==> src/rtl/voice_allocator_pkg.sv <==
// Shared types and widths for the band audio voice allocator.
package band_audio_pkg;

    localparam int unsigned SAMPLE_W = 16;
    localparam int unsigned AMP_W    = 15;
    localparam int unsigned AGE_W    = 8;

    typedef enum logic [1:0] {
        IDLE    = 2'd0,
        PLAY    = 2'd1,
        RELEASE = 2'd2
    } voice_state_t;

endpackage

==> src/rtl/voice_allocator_if.sv <==
// Request bus from instrument players and per-voice sample/status bus to the I2S block.
interface voice_allocator_if #(
    parameter int unsigned NUM_REQ   = 4,
    parameter int unsigned NUM_VOICE = 3,
    parameter int unsigned DIV_W     = 22
);
    import band_audio_pkg::*;

    localparam int unsigned OWN_W = (NUM_REQ > 1) ? $clog2(NUM_REQ) : 1;

    logic [NUM_REQ-1:0]            req_valid;
    logic [NUM_REQ-1:0]            req_ready;
    logic [NUM_REQ-1:0]            req_on;
    logic [NUM_REQ*DIV_W-1:0]      req_div;
    logic [NUM_REQ*AMP_W-1:0]      req_amp;
    logic [NUM_VOICE*SAMPLE_W-1:0] voice_left;
    logic [NUM_VOICE*SAMPLE_W-1:0] voice_right;
    logic [NUM_VOICE-1:0]          voice_busy;
    logic [NUM_VOICE*OWN_W-1:0]    voice_owner;

    modport master (
        output req_valid, req_on, req_div, req_amp,
        input  req_ready, voice_left, voice_right, voice_busy, voice_owner
    );

    modport slave (
        input  req_valid, req_on, req_div, req_amp,
        output req_ready, voice_left, voice_right, voice_busy, voice_owner
    );

endinterface

==> src/rtl/voice_allocator_tone_gen.sv <==
// One voice: square-wave divider, optional release decay (VOICE_RELEASE_EN), registered sample.
module voice_tone_gen
    import band_audio_pkg::*;
#(
    parameter int unsigned DIV_W    = 22,
    parameter int unsigned REL_STEP = 4096
) (
    input  logic                clk,
    input  logic                rst,
    input  logic                cmd_on,
    input  logic                cmd_off,
    input  logic [DIV_W-1:0]    cmd_div,
    input  logic [AMP_W-1:0]    cmd_amp,
    output voice_state_t        state,
    output logic                going_idle,
    output logic [SAMPLE_W-1:0] sample
);
    voice_state_t        state_q, state_d;
    logic [DIV_W-1:0]    div_q, div_d, cnt_q, cnt_d;
    logic [AMP_W-1:0]    amp_q, amp_d;
    logic                pol_q, pol_d;
    logic [SAMPLE_W-1:0] sample_q, sample_d, mag;
`ifdef VOICE_RELEASE_EN
    localparam int unsigned REL_W = (REL_STEP > 1) ? $clog2(REL_STEP) : 1;
    logic [REL_W-1:0]    rel_q, rel_d;
`endif

    always_comb begin
        state_d  = state_q;
        div_d    = div_q;
        cnt_d    = cnt_q;
        amp_d    = amp_q;
        pol_d    = pol_q;
        mag      = SAMPLE_W'(amp_q);
        sample_d = '0;
`ifdef VOICE_RELEASE_EN
        rel_d    = rel_q;
`endif
        if (state_q != IDLE && div_q != '0) begin
            if (cnt_q == div_q - 1'b1) begin
                cnt_d = '0;
                pol_d = ~pol_q;
            end else begin
                cnt_d = cnt_q + 1'b1;
            end
        end
`ifdef VOICE_RELEASE_EN
        if (state_q == RELEASE) begin
            if (rel_q == REL_W'(REL_STEP - 1)) begin
                rel_d = '0;
                amp_d = amp_q >> 1;
                if (amp_q[AMP_W-1:1] == '0) state_d = IDLE;
            end else begin
                rel_d = rel_q + 1'b1;
            end
        end
        if (cmd_off && state_q == PLAY) begin
            state_d = RELEASE;
            rel_d   = '0;
        end
`else
        if (cmd_off && state_q == PLAY) state_d = IDLE;
`endif
        // Note-on (fresh or retune) always restarts the phase.
        if (cmd_on) begin
            state_d = PLAY;
            div_d   = cmd_div;
            amp_d   = cmd_amp;
            cnt_d   = '0;
            pol_d   = 1'b1;
`ifdef VOICE_RELEASE_EN
            rel_d   = '0;
`endif
        end
        if (state_q != IDLE && div_q != '0) sample_d = pol_q ? mag : (~mag + 1'b1);
    end

    always_ff @(posedge clk or posedge rst) begin
        if (rst) begin
            state_q  <= IDLE;
            div_q    <= '0;
            cnt_q    <= '0;
            amp_q    <= '0;
            pol_q    <= 1'b0;
            sample_q <= '0;
`ifdef VOICE_RELEASE_EN
            rel_q    <= '0;
`endif
        end else begin
            state_q  <= state_d;
            div_q    <= div_d;
            cnt_q    <= cnt_d;
            amp_q    <= amp_d;
            pol_q    <= pol_d;
            sample_q <= sample_d;
`ifdef VOICE_RELEASE_EN
            rel_q    <= rel_d;
`endif
        end
    end

    assign state      = state_q;
    assign going_idle = (state_d == IDLE);
    assign sample     = sample_q;

endmodule

==> src/rtl/voice_allocator.sv <==
// Round-robin request arbiter, voice allocation with oldest-voice stealing, and voice array.
// Release decay is enabled by defining VOICE_RELEASE_EN.
module voice_allocator
    import band_audio_pkg::*;
#(
    parameter int unsigned NUM_REQ   = 4,
    parameter int unsigned NUM_VOICE = 3,
    parameter int unsigned DIV_W     = 22,
    parameter int unsigned REL_STEP  = 4096
) (
    input  logic             clk,
    input  logic             rst,
    voice_allocator_if.slave bus
);
    localparam int unsigned OWN_W = (NUM_REQ > 1) ? $clog2(NUM_REQ) : 1;
    localparam int unsigned VID_W = (NUM_VOICE > 1) ? $clog2(NUM_VOICE) : 1;

    logic [OWN_W-1:0]    rr_q, rr_d, gnt_idx;
    logic                gnt_any, cur_on, note_on, note_off;
    logic [DIV_W-1:0]    cur_div;
    logic [AMP_W-1:0]    cur_amp;
    logic                hit_any, idle_any, rel_any, play_any;
    logic [VID_W-1:0]    hit_idx, idle_idx, rel_idx, old_idx, alloc_idx;
    logic [AGE_W-1:0]    old_age;
    logic [NUM_VOICE-1:0] cmd_on, cmd_off, going_idle;
    voice_state_t        v_state  [NUM_VOICE];
    logic [SAMPLE_W-1:0] v_sample [NUM_VOICE];
    logic [OWN_W-1:0]    owner_q  [NUM_VOICE];
    logic [OWN_W-1:0]    owner_d  [NUM_VOICE];
    logic [AGE_W-1:0]    age_q    [NUM_VOICE];
    logic [AGE_W-1:0]    age_d    [NUM_VOICE];

    always_comb begin
        logic [OWN_W:0] sum;
        sum     = '0;
        gnt_any = 1'b0;
        gnt_idx = '0;
        for (int unsigned i = 0; i < NUM_REQ; i++) begin
            sum = {1'b0, rr_q} + (OWN_W+1)'(i);
            if (sum >= (OWN_W+1)'(NUM_REQ)) sum = sum - (OWN_W+1)'(NUM_REQ);
            if (!gnt_any && bus.req_valid[sum[OWN_W-1:0]]) begin
                gnt_any = 1'b1;
                gnt_idx = sum[OWN_W-1:0];
            end
        end
        rr_d = rr_q;
        if (gnt_any) rr_d = (gnt_idx == OWN_W'(NUM_REQ - 1)) ? '0 : gnt_idx + 1'b1;
    end

    assign bus.req_ready = gnt_any ? (NUM_REQ'(1) << gnt_idx) : '0;
    assign cur_on        = bus.req_on[gnt_idx];
    assign cur_div       = bus.req_div[gnt_idx*DIV_W +: DIV_W];
    assign cur_amp       = bus.req_amp[gnt_idx*AMP_W +: AMP_W];

    // Owner hit retunes; otherwise idle, then release, then oldest playing voice.
    always_comb begin
        hit_any  = 1'b0;  hit_idx  = '0;
        idle_any = 1'b0;  idle_idx = '0;
        rel_any  = 1'b0;  rel_idx  = '0;
        play_any = 1'b0;  old_idx  = '0;
        old_age  = '0;
        for (int unsigned v = 0; v < NUM_VOICE; v++) begin
            if (!hit_any && v_state[v] != IDLE && owner_q[v] == gnt_idx) begin
                hit_any = 1'b1;
                hit_idx = VID_W'(v);
            end
            if (!idle_any && v_state[v] == IDLE) begin
                idle_any = 1'b1;
                idle_idx = VID_W'(v);
            end
            if (!rel_any && v_state[v] == RELEASE) begin
                rel_any = 1'b1;
                rel_idx = VID_W'(v);
            end
            if (v_state[v] == PLAY && (!play_any || age_q[v] > old_age)) begin
                play_any = 1'b1;
                old_idx  = VID_W'(v);
                old_age  = age_q[v];
            end
        end
        if (hit_any)       alloc_idx = hit_idx;
        else if (idle_any) alloc_idx = idle_idx;
        else if (rel_any)  alloc_idx = rel_idx;
        else               alloc_idx = old_idx;
    end

    assign note_on  = gnt_any & cur_on;
    assign note_off = gnt_any & ~cur_on & hit_any;

    always_comb begin
        for (int unsigned v = 0; v < NUM_VOICE; v++) begin
            cmd_on[v]  = note_on && (alloc_idx == VID_W'(v));
            cmd_off[v] = note_off && (hit_idx == VID_W'(v));
            owner_d[v] = going_idle[v] ? '0 : owner_q[v];
            age_d[v]   = age_q[v];
            if (note_on) begin
                if (alloc_idx == VID_W'(v)) begin
                    owner_d[v] = gnt_idx;
                    age_d[v]   = '0;
                end else if (v_state[v] != IDLE && age_q[v] != '1) begin
                    age_d[v] = age_q[v] + 1'b1;
                end
            end
        end
    end

    always_ff @(posedge clk or posedge rst) begin
        if (rst) begin
            rr_q <= '0;
            for (int unsigned v = 0; v < NUM_VOICE; v++) begin
                owner_q[v] <= '0;
                age_q[v]   <= '0;
            end
        end else begin
            rr_q <= rr_d;
            for (int unsigned v = 0; v < NUM_VOICE; v++) begin
                owner_q[v] <= owner_d[v];
                age_q[v]   <= age_d[v];
            end
        end
    end

    for (genvar gv = 0; gv < NUM_VOICE; gv++) begin : g_voice
        voice_tone_gen #(
            .DIV_W    (DIV_W),
            .REL_STEP (REL_STEP)
        ) u_tone (
            .clk        (clk),
            .rst        (rst),
            .cmd_on     (cmd_on[gv]),
            .cmd_off    (cmd_off[gv]),
            .cmd_div    (cur_div),
            .cmd_amp    (cur_amp),
            .state      (v_state[gv]),
            .going_idle (going_idle[gv]),
            .sample     (v_sample[gv])
        );
        assign bus.voice_left [gv*SAMPLE_W +: SAMPLE_W] = v_sample[gv];
        assign bus.voice_right[gv*SAMPLE_W +: SAMPLE_W] = v_sample[gv];
        assign bus.voice_busy [gv]                      = (v_state[gv] != IDLE);
        assign bus.voice_owner[gv*OWN_W +: OWN_W]       = owner_q[gv];
    end

endmodule
==> src/flat_wrapper.sv <==
// flat-port wrapper written by rule: the top's interface ports become plain ports
module voice_allocator_flat import band_audio_pkg::*;
#(
    parameter int unsigned NUM_REQ   = 4,
    parameter int unsigned NUM_VOICE = 3,
    parameter int unsigned DIV_W     = 22,
    parameter int unsigned REL_STEP  = 4096
)
  (clk, rst, bus_req_valid, bus_req_on, bus_req_div, bus_req_amp, bus_req_ready, bus_voice_left, bus_voice_right, bus_voice_busy, bus_voice_owner);
  voice_allocator_if #(.NUM_REQ(NUM_REQ), .NUM_VOICE(NUM_VOICE), .DIV_W(DIV_W)) bus_i ();
  input  logic clk;
  input  logic rst;
  input wire logic [$bits(bus_i.req_valid)-1:0] bus_req_valid;
  input wire logic [$bits(bus_i.req_on)-1:0] bus_req_on;
  input wire logic [$bits(bus_i.req_div)-1:0] bus_req_div;
  input wire logic [$bits(bus_i.req_amp)-1:0] bus_req_amp;
  output wire logic [$bits(bus_i.req_ready)-1:0] bus_req_ready;
  output wire logic [$bits(bus_i.voice_left)-1:0] bus_voice_left;
  output wire logic [$bits(bus_i.voice_right)-1:0] bus_voice_right;
  output wire logic [$bits(bus_i.voice_busy)-1:0] bus_voice_busy;
  output wire logic [$bits(bus_i.voice_owner)-1:0] bus_voice_owner;
  assign bus_i.req_valid = bus_req_valid;
  assign bus_i.req_on = bus_req_on;
  assign bus_i.req_div = bus_req_div;
  assign bus_i.req_amp = bus_req_amp;
  assign bus_req_ready = bus_i.req_ready;
  assign bus_voice_left = bus_i.voice_left;
  assign bus_voice_right = bus_i.voice_right;
  assign bus_voice_busy = bus_i.voice_busy;
  assign bus_voice_owner = bus_i.voice_owner;
  voice_allocator #(.NUM_REQ(NUM_REQ), .NUM_VOICE(NUM_VOICE), .DIV_W(DIV_W), .REL_STEP(REL_STEP)) u_core (.clk(clk), .rst(rst), .bus(bus_i));
endmodule
==> config.mk <==
export PLATFORM = sky130hd
export DESIGN_NAME = voice_allocator_flat
export DESIGN_NICKNAME = d
export VERILOG_FILES = /design/src/rtl/voice_allocator_pkg.sv /design/src/rtl/voice_allocator_if.sv /design/src/rtl/voice_allocator_tone_gen.sv /design/src/rtl/voice_allocator.sv /design/src/flat_wrapper.sv
export SDC_FILE = /design/constraint.sdc
export NUM_CORES = 1
export LEC_CHECK = 0
export ABC_CLOCK_PERIOD_IN_PS = 7000
export CAP_MARGIN = 20
export CORE_AREA = 2 2 186 188
export DETAILED_ROUTE_END_ITERATION = 8
export DIE_AREA = 0 0 188 190
export HOLD_SLACK_MARGIN = 0.12
export PLACE_DENSITY = 0.75
export REMOVE_ABC_BUFFERS = 1
export SYNTH_ARGS = -nofsm -noshare
export SYNTH_HDL_FRONTEND = slang
export SYNTH_HIERARCHICAL = 1
export SYNTH_SLANG_ARGS = --single-unit
export TNS_END_PERCENT = 100
==> constraint.sdc <==
create_clock -name clk -period 7 [get_ports clk]
set_input_delay 2.1 -clock clk [delete_from_list [all_inputs] [get_ports clk]]
set_output_delay 2.1 -clock clk [all_outputs]
set_load 0.1 [all_outputs]
==> flow_summary_export.csv, run 1 <==
group,metric,value,unit
status,status,"completed",
timing,setup_ws,862,ps
pwr,p_per_area,549,nW/um^2
cts,cts.sinks,266,
timing,hold_violations,0,
yosys,yosysWarnings,6,
grt,overflow,0,
setup_path,cp_cell_sequence,"clkdlybuf4s50_1, nor2b_2, a211oi_4, nor2_4, buf_4, inv_2, ha_1, and2_1, buf_12",
pwr,pwr-share-comb,59.5,%
final_layout,multi_input_area,9190,um^2
timing,max_freq,0.163,GHz
cts,numCtsBuffers,30,
setup_path,cp.arrival,4040,ps
setup_path,r2r_start,"u_core/g_voice[0].u_tone/state[0]",
drt,dr.pass1.iters,5,
timing,finalCritPeriodShare,87.7,%
yosys,synthArstFlopShare,100,%
yosys,synthCells,1879,
setup_path,end_kind,"primary output",
yosys,synth_top_family_by_area,"simple AND/OR/NAND/NOR gates",
pwr,pwr-share-clk,13.9,%
placed_design,io_buffer_count,266,
setup_path,path_max_fanout,29,
final_layout,stdcell_area,20500,um^2
setup_path,worstReg2RegEnd,"u_core/g_voice[0].u_tone/div_q[3]",
timing,maxSlewHeadroom,26.8,%
drt,wire_per_inst,18.8,um
drt,dr_total_vias,14659,
final_layout,drive_above_1_share,11.2,%
final_layout,fin_nets,2259,
timing,fin_skew,9.88,ps
final_layout,register_area,6660,um^2
grt,grt_pass1_vias,14468,
floorplan,core,33900,um^2
timing,finalMaxSlewViolations,0,
yosys,muxShareOfSynthArea,7.25,%
setup_path,startpoint_type,"input pin",
cts,clockBufferDepth,3,
yosys,synth_compound_area_share,11.1,%
setup_path,rr_worst_depth,20,
final_layout,finalCoreUtilization,60.5,%
grt,grt_max_degree,79,
placed_design,hpwl,36000,um
pwr,intPower,5.38,mW
yosys,synth_fa_ha_area_share,2.40,%
yosys,synthesis.area,16700,um^2
grt,grt_pass1_wl,75700,um
timing,hold-worst-slack,526,ps
yosys,synth-seq-cells,266,
placed_design,pre_cts_ws,796,ps
cts,h-tree-depth,1,
floorplan,io_pins,267,
drt,drtAntennaViolNets,0,
pwr,ir_drop,0.525,mV
setup_path,regToRegSetupSlack,960,ps
yosys,synthTopCellsByArea,"dfrtp_1, mux2_2, nand2_1",
floorplan,chipWidth,188,um
final_layout,fillCellCount,2848,
timing,fin_crit,6140,ps
placed_design,dpl_cell_area,19500,um^2
yosys,synth_ff_type,"dfrtp_1",
pwr,p_leak,8.46,nW
min_path,holdPathEnd,"u_core/rr_q[0]",
grt,antenna_found_initial,0,
drt,wl,48000,um
pwr,switching_power,5.89,mW
yosys,synth-edff-count,0,
cts,cts_hold_buf,0,
yosys,synth_top_area_cell,"dfrtp_1",
min_path,worstHoldStart,"u_core/rr_q[0]",
grt,track_usage,26.5,%
drt,drc,0,
min_path,holdPathStages,2,
timing,worstMarginPinSlew,1100,ps
yosys,synth_simple_gate_area_share,25.1,%
job,cap_violations,0,
timing,setup_viol,0,
drt,drt_iter0_drc,1101,
cts,path_clk_slew,60,ps
pwr,switching_share,52.3,%
yosys,post-synth-top-count-cell,"dfrtp_1",
yosys,ys_types,89,
cts,post-cts-setup-buffer-count,0,
timing,rsz0062_at_grt,"false",
final_layout,syn2layout_area_growth,23.1,%
floorplan,die-height,190,um
drt,viasPerCell,5.75,
cts,cts_tree,"done",
floorplan,start_util,49.2,%
cts,cts_resized,0,
setup_path,cp.required,4900,ps
cts,cts-root-buf,"clkbuf_16",
yosys,ys_seq_area_share,39.9,%
placed_design,finalWeightedCongestion,0.912,
yosys,yosys.area_share.xor_xnor,8.71,%
pwr,seqPwrFrac,26.6,%
floorplan,core.rowCount,68,
yosys,ys_top_cells_by_count,"dfrtp_1, nand2_1, nor2_1",
setup_path,crit_slowest_cell,"clkdlybuf4s50_1",
yosys,avgSynthCellArea,8.88,um^2
cts,clk_latency,560,ps
min_path,hold_path.class,"flip-flop to flip-flop",
yosys,yosys.area.top_type_share,39.9,%
setup_path,worst-setup-path-type,"input pin to primary output",
floorplan,die_area,35700,um^2
setup_path,slowest_delay,630,ps
timing,fin_tns_setup,0,ps
==> flip-flops by register name, summed over array words and instances, names as in the netlist <==
register,count
u_core/g_voice.u_tone/div_q,66
u_core/rr_q,2
u_core/g_voice.u_tone/state,6
u_core/age_q,24
u_core/bus.voice_owner,6
u_core/g_voice.u_tone/sample,48
u_core/g_voice.u_tone/pol_q,3
u_core/g_voice.u_tone/cnt_q,66
u_core/g_voice.u_tone/amp_q,45
==> kinds of logic after synthesis <==
family / Yosys count
flip-flops: 266
multiplexers: 109
buffers and inverters: 176
XOR/XNOR: 166
AND/OR/NAND/NOR: 845
AO/OA/AOI/OAI: 285
adder cells (fa/ha/maj): 32
==> cell type report <==
class                           instances  area share, %
Antenna cell                            1         0.0122
Clock buffer                           45           4.42
Clock inverter                         10          0.396
Inverter                               42          0.780
Multi-Input combinational cell       1437           44.7
Sequential cell                       266           32.4
Tap cell                              455           2.77
Timing Repair Buffer                  292           14.5
==> worst max path at each step <==
stage,startpoint,endpoint,slack [ps],cells after the start
after floorplan,bus_req_valid[2],bus_req_ready[3],-980,6
after global placement,bus_req_valid[1],bus_req_ready[1],930,9
after detailed placement,bus_req_valid[1],u_core/g_voice[0].u_tone/div_q[15],800,13
after CTS,bus_req_valid[1],bus_req_ready[0],860,9
after global routing,u_core/g_voice[0].u_tone/state[0],u_core/bus.voice_owner[3],430,24
final,bus_req_valid[1],bus_req_ready[0],860,9
==> through the flow <==
stage / power [mW] / instances
detailed placement: 9.65 / 2489
finish: 11.3 / 2548
global route: 11.9 / 2547
CTS: 11.3 / 2544
floorplan: 7.65 / 1745
global placement: 9.48 / 2489
==> layer usage <==
metal,vias to the layer above,GRT usage (%),part of all wire (%)
met5,-,0,0
met4,0,12.1,4.8
met3,134,4.78,7.0
met2,568,46.8,49
met1,7057,31.3,39
li1,6900,-,-
==> layout by cell type, fill, tap and decap left out, types with 13 or more instances in the layout <==
cell type        count
dfrtp_1            266
clkdlybuf4s50_1    262
nand2_1            254
nor2_1             215
xnor2_1            100
mux2_2              95
a31oi_1             72
o21ai_0             66
xor2_1              66
nand3_1             55
and3_1              54
a21oi_1             53
nor3_1              43
inv_1               37
clkbuf_16           32
ha_1                32
nand4_1             24
nand2b_1            23
nor4_1              23
nand3b_1            23
buf_4               20
nor2b_1             17
or3_1               17
or4_1               16
mux2i_1             14
or2_2               13
==> worst max-delay path: cells and delay by family <==
| kind | cells | cell delay (ps) |
|---|---|---|
| and+or+nand+nor | 3 | 330 |
| AOI/OAI and AO/OA | 1 | 330 |
| adders and majority gates | 1 | 130 |
| buffers and inverters | 4 | 1130 |
==> power groups by stage <==
stage               clock network [mW]  logic (mW)  registers, mW
global route                      1.64        7.15           3.10
global placement                     0        6.49           2.98
detailed placement                   0        6.64           3.00
floorplan                            0        3.22           4.44
CTS                               1.59        6.68           2.99
finish                            1.56        6.71           3.00
Power figures use the tool's default switching activity.
==> run 2, diff against run 1 <==
CORE_AREA = 2 2 177 179   (was 2 2 186 188)
CTS_CLUSTER_DIAMETER = 100   (was not set)
DIE_AREA = 0 0 179 181   (was 0 0 188 190)
PLACE_DENSITY = 0.81   (was 0.75)
SYNTH_HIERARCHICAL = not set   (was 1)
==> run 2 against run 1 <==
Net effect: first-iteration DRC count up 18%; synthesized area down 1.2%; die area down 9.3%; utilization up 5.5 points; via count up 0.29%; cell count down 0.55%; clock skew up 11 ps; routed wire length down 3.0%; final area down 2.5%; flip-flop and latch count unchanged; non-clock buffer count down 9; largest cell class unchanged.
==> flow_summary_export.csv, run 2 <==
group,metric,value,unit
yosys,avgSynthCellArea,8.45,um^2
cts,h-tree-depth,1,
yosys,synthTopCellsByArea,"dfrtp_1, xnor2_1, nand2_1",
placed_design,finalWeightedCongestion,0.903,
drt,viasPerCell,5.80,
timing,worstMarginPinSlew,1000,ps
status,status,"completed",
cts,cts_resized,0,
grt,grt_pass1_vias,14150,
setup_path,slowest_delay,650,ps
setup_path,worst-setup-path-type,"input pin to primary output",
placed_design,hpwl,34800,um
drt,drt_iter0_drc,1295,
cts,post-cts-setup-buffer-count,0,
final_layout,final_cell_mix,"nand2_1, dfrtp_1, clkdlybuf4s50_1",
grt,track_usage,28.5,%
yosys,synth_top_area_cell,"dfrtp_1",
yosys,synthArstFlopShare,100,%
yosys,synth_ff_type,"dfrtp_1",
cts,cts-root-buf,"clkbuf_16",
floorplan,start_util,54.3,%
setup_path,path_max_fanout,6,
final_layout,fin_nets,2309,
floorplan,core,30300,um^2
floorplan,io_pins,267,
yosys,synthCells,1952,
floorplan,die-height,181,um
floorplan,die_area,32400,um^2
final_layout,syn2layout_area_growth,21.5,%
final_layout,register_area,6660,um^2
setup_path,crit_family,"simple AND/OR/NAND/NOR gates",
floorplan,chipWidth,179,um
cts,cts.sinks,266,
cts,cts_hold_buf,0,
timing,maxSlewHeadroom,32.9,%
timing,fin_skew,20.9,ps
yosys,ys_seq_area_share,40.4,%
cts,cts_tree,"done",
grt,grt_max_degree,114,
floorplan,core.rowCount,64,
timing,finalCritPeriodShare,89.7,%
grt,overflow,0,
min_path,hold_path.class,"flip-flop to flip-flop",
setup_path,cp_cell_sequence,"clkdlybuf4s50_1, nor2_1, nor4b_1, nor2_4, inv_2, ha_1, and2_1, buf_12",
setup_path,crit_slowest_cell,"nor4b_1",
setup_path,cp.arrival,4180,ps
job,cap_violations,0,
setup_path,cp.required,4900,ps
yosys,yosys.area.top_type_share,40.4,%
yosys,synth-seq-cells,266,
timing,hold_violations,0,
cts,clk_latency,550,ps
setup_path,cp_num_buf_inv,3,
drt,dr.pass1.iters,5,
placed_design,io_buffer_count,266,
yosys,ys_top_cells_by_count,"nand2_1, dfrtp_1, nor2_1",
timing,rsz0062_at_grt,"false",
timing,finalMaxSlewViolations,0,
yosys,synthesis.area,16500,um^2
cts,path_clk_slew,60,ps
final_layout,fillCellCount,2422,
yosys,yosysWarnings,0,
timing,max_freq,0.159,GHz
grt,grt_pass1_wl,74100,um
drt,dr_total_vias,14702,
placed_design,dp_cells,2482,
timing,fin_crit,6280,ps
final_layout,drive_above_1_share,5.90,%
drt,wl,46600,um
drt,drtAntennaViolNets,0,
timing,setup_viol,0,
cts,clockBufferDepth,3,
drt,wire_per_inst,18.4,um
setup_path,end_kind,"primary output",
grt,antenna_found_initial,0,
setup_path,startpoint_type,"input pin",
cts,numCtsBuffers,28,
yosys,post-synth-top-count-cell,"nand2_1",
yosys,synth-edff-count,0,
final_layout,final_cells,2534,
final_layout,multi_input_area,8790,um^2
final_layout,layout_commonest_cell,"nand2_1",
yosys,ys_types,77,
drt,drc,0,
[run 2: worst min-delay path: stages, from the launching register on]
cell	delay, ps
dfrtp_1	380
nand2_1	60
o21ai_0	60
[run 2: kinds of logic (layout without fill, tap and decap cells)]
| kind of cell | count (synthesis) | count (layout) | share of synthesized area, % |
|---|---|---|---|
| AO/OA/AOI/OAI | 284 | 284 | 10.4 |
| AND/OR/NAND/NOR | 879 | 879 | 25.6 |
| flip-flops | 266 | 266 | 40.4 |
| other | 0 | 1 | 0 |
| adder cells (fa/ha/maj) | 35 | 35 | 2.66 |
| XOR/XNOR | 214 | 214 | 11.4 |
| buffers and inverters | 224 | 409 | 6.61 |
| multiplexers | 50 | 50 | 3.07 |
[run 2: final timing paths]
check / cells after the start / slack (ps) / startpoint / endpoint
hold / removal: 2 / 540 / u_core.g_voice[2].u_tone.div_q[21] / u_core.g_voice[2].u_tone.div_q[21]
min in group asynchronous: 2 / 2120 / rst / u_core.g_voice[2].u_tone.sample[5]
setup / recovery: 8 / 720 / bus_req_valid[1] / bus_req_ready[3]
setup reg to reg: 20 / 880 / u_core.g_voice[0].u_tone.state[1] / u_core.g_voice[1].u_tone.amp_q[14]
hold reg to reg: 2 / 540 / u_core.g_voice[2].u_tone.div_q[21] / u_core.g_voice[2].u_tone.div_q[21]
max in group asynchronous: 3 / 3790 / rst / u_core.g_voice[1].u_tone.div_q[10]
[run 2: layout make-up]
cell class	count	area share (%)
Inverter	75	1.44
Clock buffer	34	3.77
Tap cell	396	2.47
Sequential cell	266	33.2
Antenna cell	1	0.0125
Clock inverter	17	1.01
Timing Repair Buffer	283	14.2
Multi-Input combinational cell	1462	43.9
[run 2: routing by layer]
layer  global-route usage [%]  part of all wire, %  up-vias
met3                     4.78                  6.4      100
met4                     9.53                  3.4        0
met2                     46.0                   47      531
li1                         -                    -     6965
met1                     39.0                   43     7106
met5                        0                    0        -
[run 2: stage by stage]
stage                     area [um^2]  TNS, ps  util [%]  hold WS, ps  setup slack, ps
after detailed placement        19100        0      62.8          523              673
after floorplan                 15700  -989130         -          472            -3130
after CTS                       20000        0      66.0          537              729
after global placement          19100        0      62.8          511              803
after global routing            20000        0      66.0          586              416
final                           20000        0      66.0          537              721
Power of run 2 is left out: the tool's default activity adds up to more than one toggle a clock period on the data nets, which glitch-free logic cannot reach.
